--- src/rtl/vram_arb.sv ---
// vram_arb: arbitrates the single video RAM port between the display fetch,
// which owns the port in pixel phase DISP_SLOT, and a CPU access sequencer.
// Optional build macro VRAM_ARB_STATS_EN adds a saturating stall counter;
// without it stall_cnt is tied to zero.
//
// state | meaning
// IDLE  | waiting for cpu_req
// ISSUE | CPU address/write on the RAM port; holds one cycle if slot is the display slot
// CAPT  | RAM read data valid; latch it for a read
// ACK   | cpu_ack pulse, then back to IDLE
module vram_arb #(
  parameter logic [2:0] DISP_SLOT = 3'd0
) (
  input  logic        clk,
  input  logic        rst,
  input  logic [2:0]  slot,
  input  logic [10:0] disp_addr,
  input  logic        cpu_req,
  input  logic        cpu_we,
  input  logic [11:0] cpu_addr,
  input  logic [7:0]  cpu_wdata,
  output logic        cpu_ack,
  output logic [7:0]  cpu_rdata,
  output logic [10:0] ram_addr,
  output logic        ram_we_char,
  output logic        ram_we_attr,
  output logic [7:0]  ram_wdata,
  input  logic [7:0]  ram_rdata_char,
  input  logic [7:0]  ram_rdata_attr,
  output logic        disp_valid,
  output logic [7:0]  disp_char,
  output logic [7:0]  disp_attr,
  output logic [15:0] stall_cnt
);

  typedef enum logic [1:0] {
    IDLE  = 2'd0,
    ISSUE = 2'd1,
    CAPT  = 2'd2,
    ACK   = 2'd3
  } state_t;

  state_t      state_q, state_d;
  logic        disp_slot;
  logic [7:0]  cpu_rdata_q, cpu_rdata_d;
  logic        fetch_q;
  logic [7:0]  disp_char_q, disp_attr_q;

  assign disp_slot = (slot == DISP_SLOT);

  // Next-state logic and drive of the shared RAM port; the display owns the port by default
  always_comb begin
    state_d     = state_q;
    ram_addr    = disp_addr;
    ram_we_char = 1'b0;
    ram_we_attr = 1'b0;
    ram_wdata   = 8'h00;
    cpu_ack     = 1'b0;
    case (state_q)
      IDLE: begin
        if (cpu_req) state_d = ISSUE;
      end
      ISSUE: begin
        if (!disp_slot) begin
          ram_addr    = cpu_addr[11:1];
          ram_wdata   = cpu_wdata;
          ram_we_attr = cpu_we & cpu_addr[0];
          ram_we_char = cpu_we & ~cpu_addr[0];
          state_d     = CAPT;
        end
      end
      CAPT: begin
        state_d = ACK;
      end
      ACK: begin
        cpu_ack = 1'b1;
        state_d = IDLE;
      end
      default: begin
        state_d = IDLE;
      end
    endcase
  end

  // CPU read data: RAM output is valid in CAPT for the address issued the cycle before
  always_comb begin
    cpu_rdata_d = cpu_rdata_q;
    if (state_q == CAPT && !cpu_we) begin
      cpu_rdata_d = cpu_addr[0] ? ram_rdata_attr : ram_rdata_char;
    end
  end

  // State, CPU read data and display fetch registers
  always_ff @(posedge clk or negedge rst) begin
    if (!rst) begin
      state_q     <= IDLE;
      cpu_rdata_q <= 8'h00;
      fetch_q     <= 1'b0;
      disp_char_q <= 8'h00;
      disp_attr_q <= 8'h00;
    end else begin
      state_q     <= state_d;
      cpu_rdata_q <= cpu_rdata_d;
      fetch_q     <= disp_slot;
      if (fetch_q) begin
        disp_char_q <= ram_rdata_char;
        disp_attr_q <= ram_rdata_attr;
      end
    end
  end

  // The fetched cell is passed straight through in the phase after the display slot
  // so disp_valid and its data coincide, then held until the next fetch.
  assign cpu_rdata  = cpu_rdata_q;
  assign disp_valid = fetch_q;
  assign disp_char  = fetch_q ? ram_rdata_char : disp_char_q;
  assign disp_attr  = fetch_q ? ram_rdata_attr : disp_attr_q;

`ifdef VRAM_ARB_STATS_EN
  logic [15:0] stall_cnt_q, stall_cnt_d;

  // Count cycles a CPU issue is held off by the display slot, saturating
  always_comb begin
    stall_cnt_d = stall_cnt_q;
    if (state_q == ISSUE && disp_slot && stall_cnt_q != 16'hFFFF) begin
      stall_cnt_d = stall_cnt_q + 16'd1;
    end
  end

  // Stall counter register
  always_ff @(posedge clk or negedge rst) begin
    if (!rst) stall_cnt_q <= 16'h0000;
    else      stall_cnt_q <= stall_cnt_d;
  end

  assign stall_cnt = stall_cnt_q;
`else
  assign stall_cnt = 16'h0000;
`endif

endmodule
--- config.mk ---
export PLATFORM = sky130hd
export DESIGN_NAME = vram_arb
export DESIGN_NICKNAME = d
export VERILOG_FILES = /design/src/rtl/vram_arb.sv
export SDC_FILE = /design/constraint.sdc
export NUM_CORES = 1
export LEC_CHECK = 0
export CAP_MARGIN = 20
export CORE_MARGIN = 5
export CORE_UTILIZATION = 30
export DETAILED_ROUTE_END_ITERATION = 7
export GPL_ROUTABILITY_DRIVEN = 0
export GPL_TIMING_DRIVEN = 0
export PLACE_DENSITY = 0.85
export REMOVE_ABC_BUFFERS = 1
export SLEW_MARGIN = 20
export SYNTH_ARGS = -nofsm -noshare
export SYNTH_HDL_FRONTEND = slang
export SYNTH_SLANG_ARGS = --single-unit
--- constraint.sdc ---
create_clock -name clk -period 1.4 [get_ports clk]
set_input_delay 0.21 -clock clk [delete_from_list [all_inputs] [get_ports clk]]
set_output_delay 0.21 -clock clk [all_outputs]
set_load 0.005 [all_outputs]
==> impl_metrics.py <==
metrics = {
    "final_layout": {
        "drive_gt1_frac": 0.4431,
        "nFillCells": 422,
        "n_antenna_cell": 0,
        "fin_util": 0.5794,
        "most-common-layout-cells": "52 x clkdlybuf4s50_1, 40 x buf_6, 26 x dfrtp_1, 21 x mux2_4, 16 x conb_1",
        "multi_input_area_um2": 888.4,
        "final_common_cell": "clkdlybuf4s50_1",
        "final_area_um2": 2922,
        "layout.nets": 306,
        "area_delta_synth_final_pct": 89.84,
        "regArea_um2": 679.4,
    },
    "global_route": {
        "globalRouteOverflowTotal": 0,
        "grt_pass1_vias": 1463,
        "antenna_found_initial": 0,
        "grt_pass1_wl_mm": 7.251,
        "grt_max_degree": 28,
        "grt.total_usage": 0.1412,
    },
    "route": {
        "wl_per_cell_um": 15.22,
        "drc": 0,
        "antenna_left": 0,
        "viasPerCell": 4.231,
        "vias": 1337,
        "first_pass_iters": 3,
        "totalWireLength_mm": 4.811,
        "drtIter0Drc": 13,
    },
    "power": {
        "combPwrFrac": 0.607,
        "power.share.clock": 0.111,
        "p_int_mw": 2.745,
        "switching_share": 0.3029,
        "p_seq_frac": 0.282,
        "switching_power_mw": 1.192,
        "vdd_drop_max_mv": 0.9007,
        "powerDensity_nw_per_um2": 1348,
        "leakage_nw": 1.452,
    },
    "timing": {
        "drv_slew": 0,
        "min_period_over_period": 1.288,
        "tightestPinTransition_ns": 0.6388,
        "finClkSkew_ns": 0.004859,
        "finalHoldViolations": 0,
        "fmax_mhz": 554.6,
        "timing.final.ws_setup_ns": -0.4031,
        "period_minus_slack_ns": 1.803,
        "rsz0062_at_grt": "true",
        "setup_violations": 39,
        "relSlewSlack": 0.5728,
    },
    "synthesis": {
        "syn_area_per_cell_um2": 12.21,
        "ys_seq_elements": 27,
        "yosys.area.top_type": "dfrtp_1",
        "yosysWarnings": 0,
        "yosysTopAreaCellShare": 0.4390,
        "synth_cells": 126,
        "ys_seq_area_frac": 0.4390,
        "synthDistinctLibCells": 22,
        "syn_area_um2": 1539,
        "synth_area_leaders": "dfrtp_1 44%, mux2_2 14%, mux2_4 8.8%",
    },
    "clock_tree": {
        "cts_sinks": 27,
        "root_buffer": "clkbuf_8",
        "cts_max_path_buffers": 2,
        "cts_tree": "built",
        "cts-buffers-inserted": 3,
        "clk_latency_ns": 0.27,
        "clkSlewWorstSetupHoldPaths_ns": 0.09,
        "htree_levels": 1,
    },
    "critical_path": {
        "cp_data_arrival_time_ns": 1.59,
        "crit_top_cell": "buf_6",
        "critical-path-top-delay-family": "flip-flops",
        "crit_buf_inv": 3,
        "slowest_delay_ns": 0.40,
        "cp_max_fo": 6,
        "crit_required_ns": 1.19,
        "worst_setup_path_end_kind": "output pin",
        "worstSetupPathType": "flop to output pin",
        "path_cells": "inv_2 -> ha_4 -> nand2b_4 -> buf_6 -> mux2_4 -> buf_6",
        "slowest_stage": "dfrtp_1",
        "cp-start-kind": "flop",
    },
    "floorplanning": {
        "ios": 117,
        "initial_core_util": 0.3052,
        "die_x_um": 81.63,
        "rows": 26,
        "die_h_um": 81.63,
        "die_area_um2": 6663,
        "core-area_um2": 5042,
    },
    "run": {
        "cap_violations": 0,
    },
    "place": {
        "placed_cell_area_um2": 2520,
        "dpl.hpwl_mm": 3.294,
        "portBuffers": 100,
    },
    "outcome": {
        "violations": "setup timing",
        "outcome": "finished with violations",
    },
    "worst_hold_path": {
        "hold_class": "primary input to flop",
    },
}
[worst register-to-register path: stages, from the launching register on]
cell     delay, ns
dfrtp_1       0.37
inv_2         0.06
buf_4         0.12
buf_4         0.12
ha_1          0.16
nor2b_1       0.12
a21oi_1       0.21
mux2_2        0.36
[path summary, 6_finish.rpt]
| check | depth (start not counted) | slack (ns) | start | endpoint |
|---|---|---|---|---|
| max | 6 | -0.40 | state_q[1] | ram_addr[9] |
| min | 3 | 0.43 | slot[1] | disp_valid |
| max reg2reg | 7 | -0.24 | state_q[1] | state_q[1] |
| min reg2reg | 2 | 0.49 | cpu_rdata[7] | cpu_rdata[7] |
| max in group asynchronous | 2 | 0.47 | rst | disp_valid |
| min in group asynchronous | 2 | 0.47 | rst | disp_char_q[5] |
[kinds of logic (layout without fill, tap and decap cells)]
family          count (synthesis)  count (layout)  share of synthesized area
mux                            37              37                     0.2854
other cells                     1              16                   0.002437
compound gates                  9               9                    0.02927
simple gates                   24              26                    0.09513
flops                          27              27                     0.4390
fa+ha+maj                       5               5                    0.04065
buf+inv                        23             126                     0.1081
[metal layers]
metal	track usage	vias to the layer above	part of all wire
met5	0	-	0
met4	0.02658	0	0.0033
met3	0.04167	2	0.085
met2	0.2492	62	0.53
met1	0.1711	640	0.38
li1	-	633	-
[layout make-up]
cell class / count / share of cell area
clock buffers: 3 / 0.01413
clock inverters: 1 / 0.001713
multi-input cells: 93 / 0.3041
well taps: 70 / 0.02998
flip-flops and latches: 27 / 0.2325
repair buffers: 120 / 0.4150
inverters: 2 / 0.002570
[sequential cells by signal, indices dropped and copies added, names as in the netlist]
register and count:
cpu_rdata 8, disp_attr_q 8, disp_char_q 8, disp_valid 1, state_q 2
[synth_stat cells, drive strengths merged]
cell / instances
dfrtp: 27
nor3: 1
buf: 20
ha: 5
a21oi: 1
nor2: 1
and2: 8
clkbuf: 1
mux2i: 9
inv: 2
and3: 1
mux2: 28
nor2b: 2
nand2: 8
conb: 1
nand2b: 2
o21ai: 8
nor3b: 1
[power groups by stage]
stage               combinational [mW]  clock (mW)  sequential, mW
floorplan                        0.736           0            1.12
global placement                  1.73           0            1.12
detailed placement                1.76           0            1.14
CTS                               2.34       0.457            1.11
global route                      2.59       0.487            1.14
finish                            2.39       0.436            1.11
[per-stage QoR]
stage / hold WS, ns / setup slack [ns] / std cells / power (mW) / TNS (ns)
after floorplan: -0.08559 / -0.005993 / 120 / 1.858 / -0.01284
after global placement: 0.4625 / -0.8135 / 290 / 2.852 / -31.95
after detailed placement: 0.2547 / -0.8232 / 290 / 2.894 / -24.96
after CTS: 0.4204 / -0.4048 / 316 / 3.912 / -11.22
after global routing: 0.4162 / -0.4727 / 316 / 4.222 / -12.45
final: 0.4279 / -0.4031 / 316 / 3.937 / -9.959
[what timing repair did]
action                     4_1_cts  5_1_grt
cloned                           2        0
hold endpoints to repair        27        0
buffers inserted                19        3
pin swaps                       11        3
resized for setup              229       21
hold buffers                     1        0
setup endpoints to repair       48       54
Note: power is estimated with default switching activity, not from simulation.
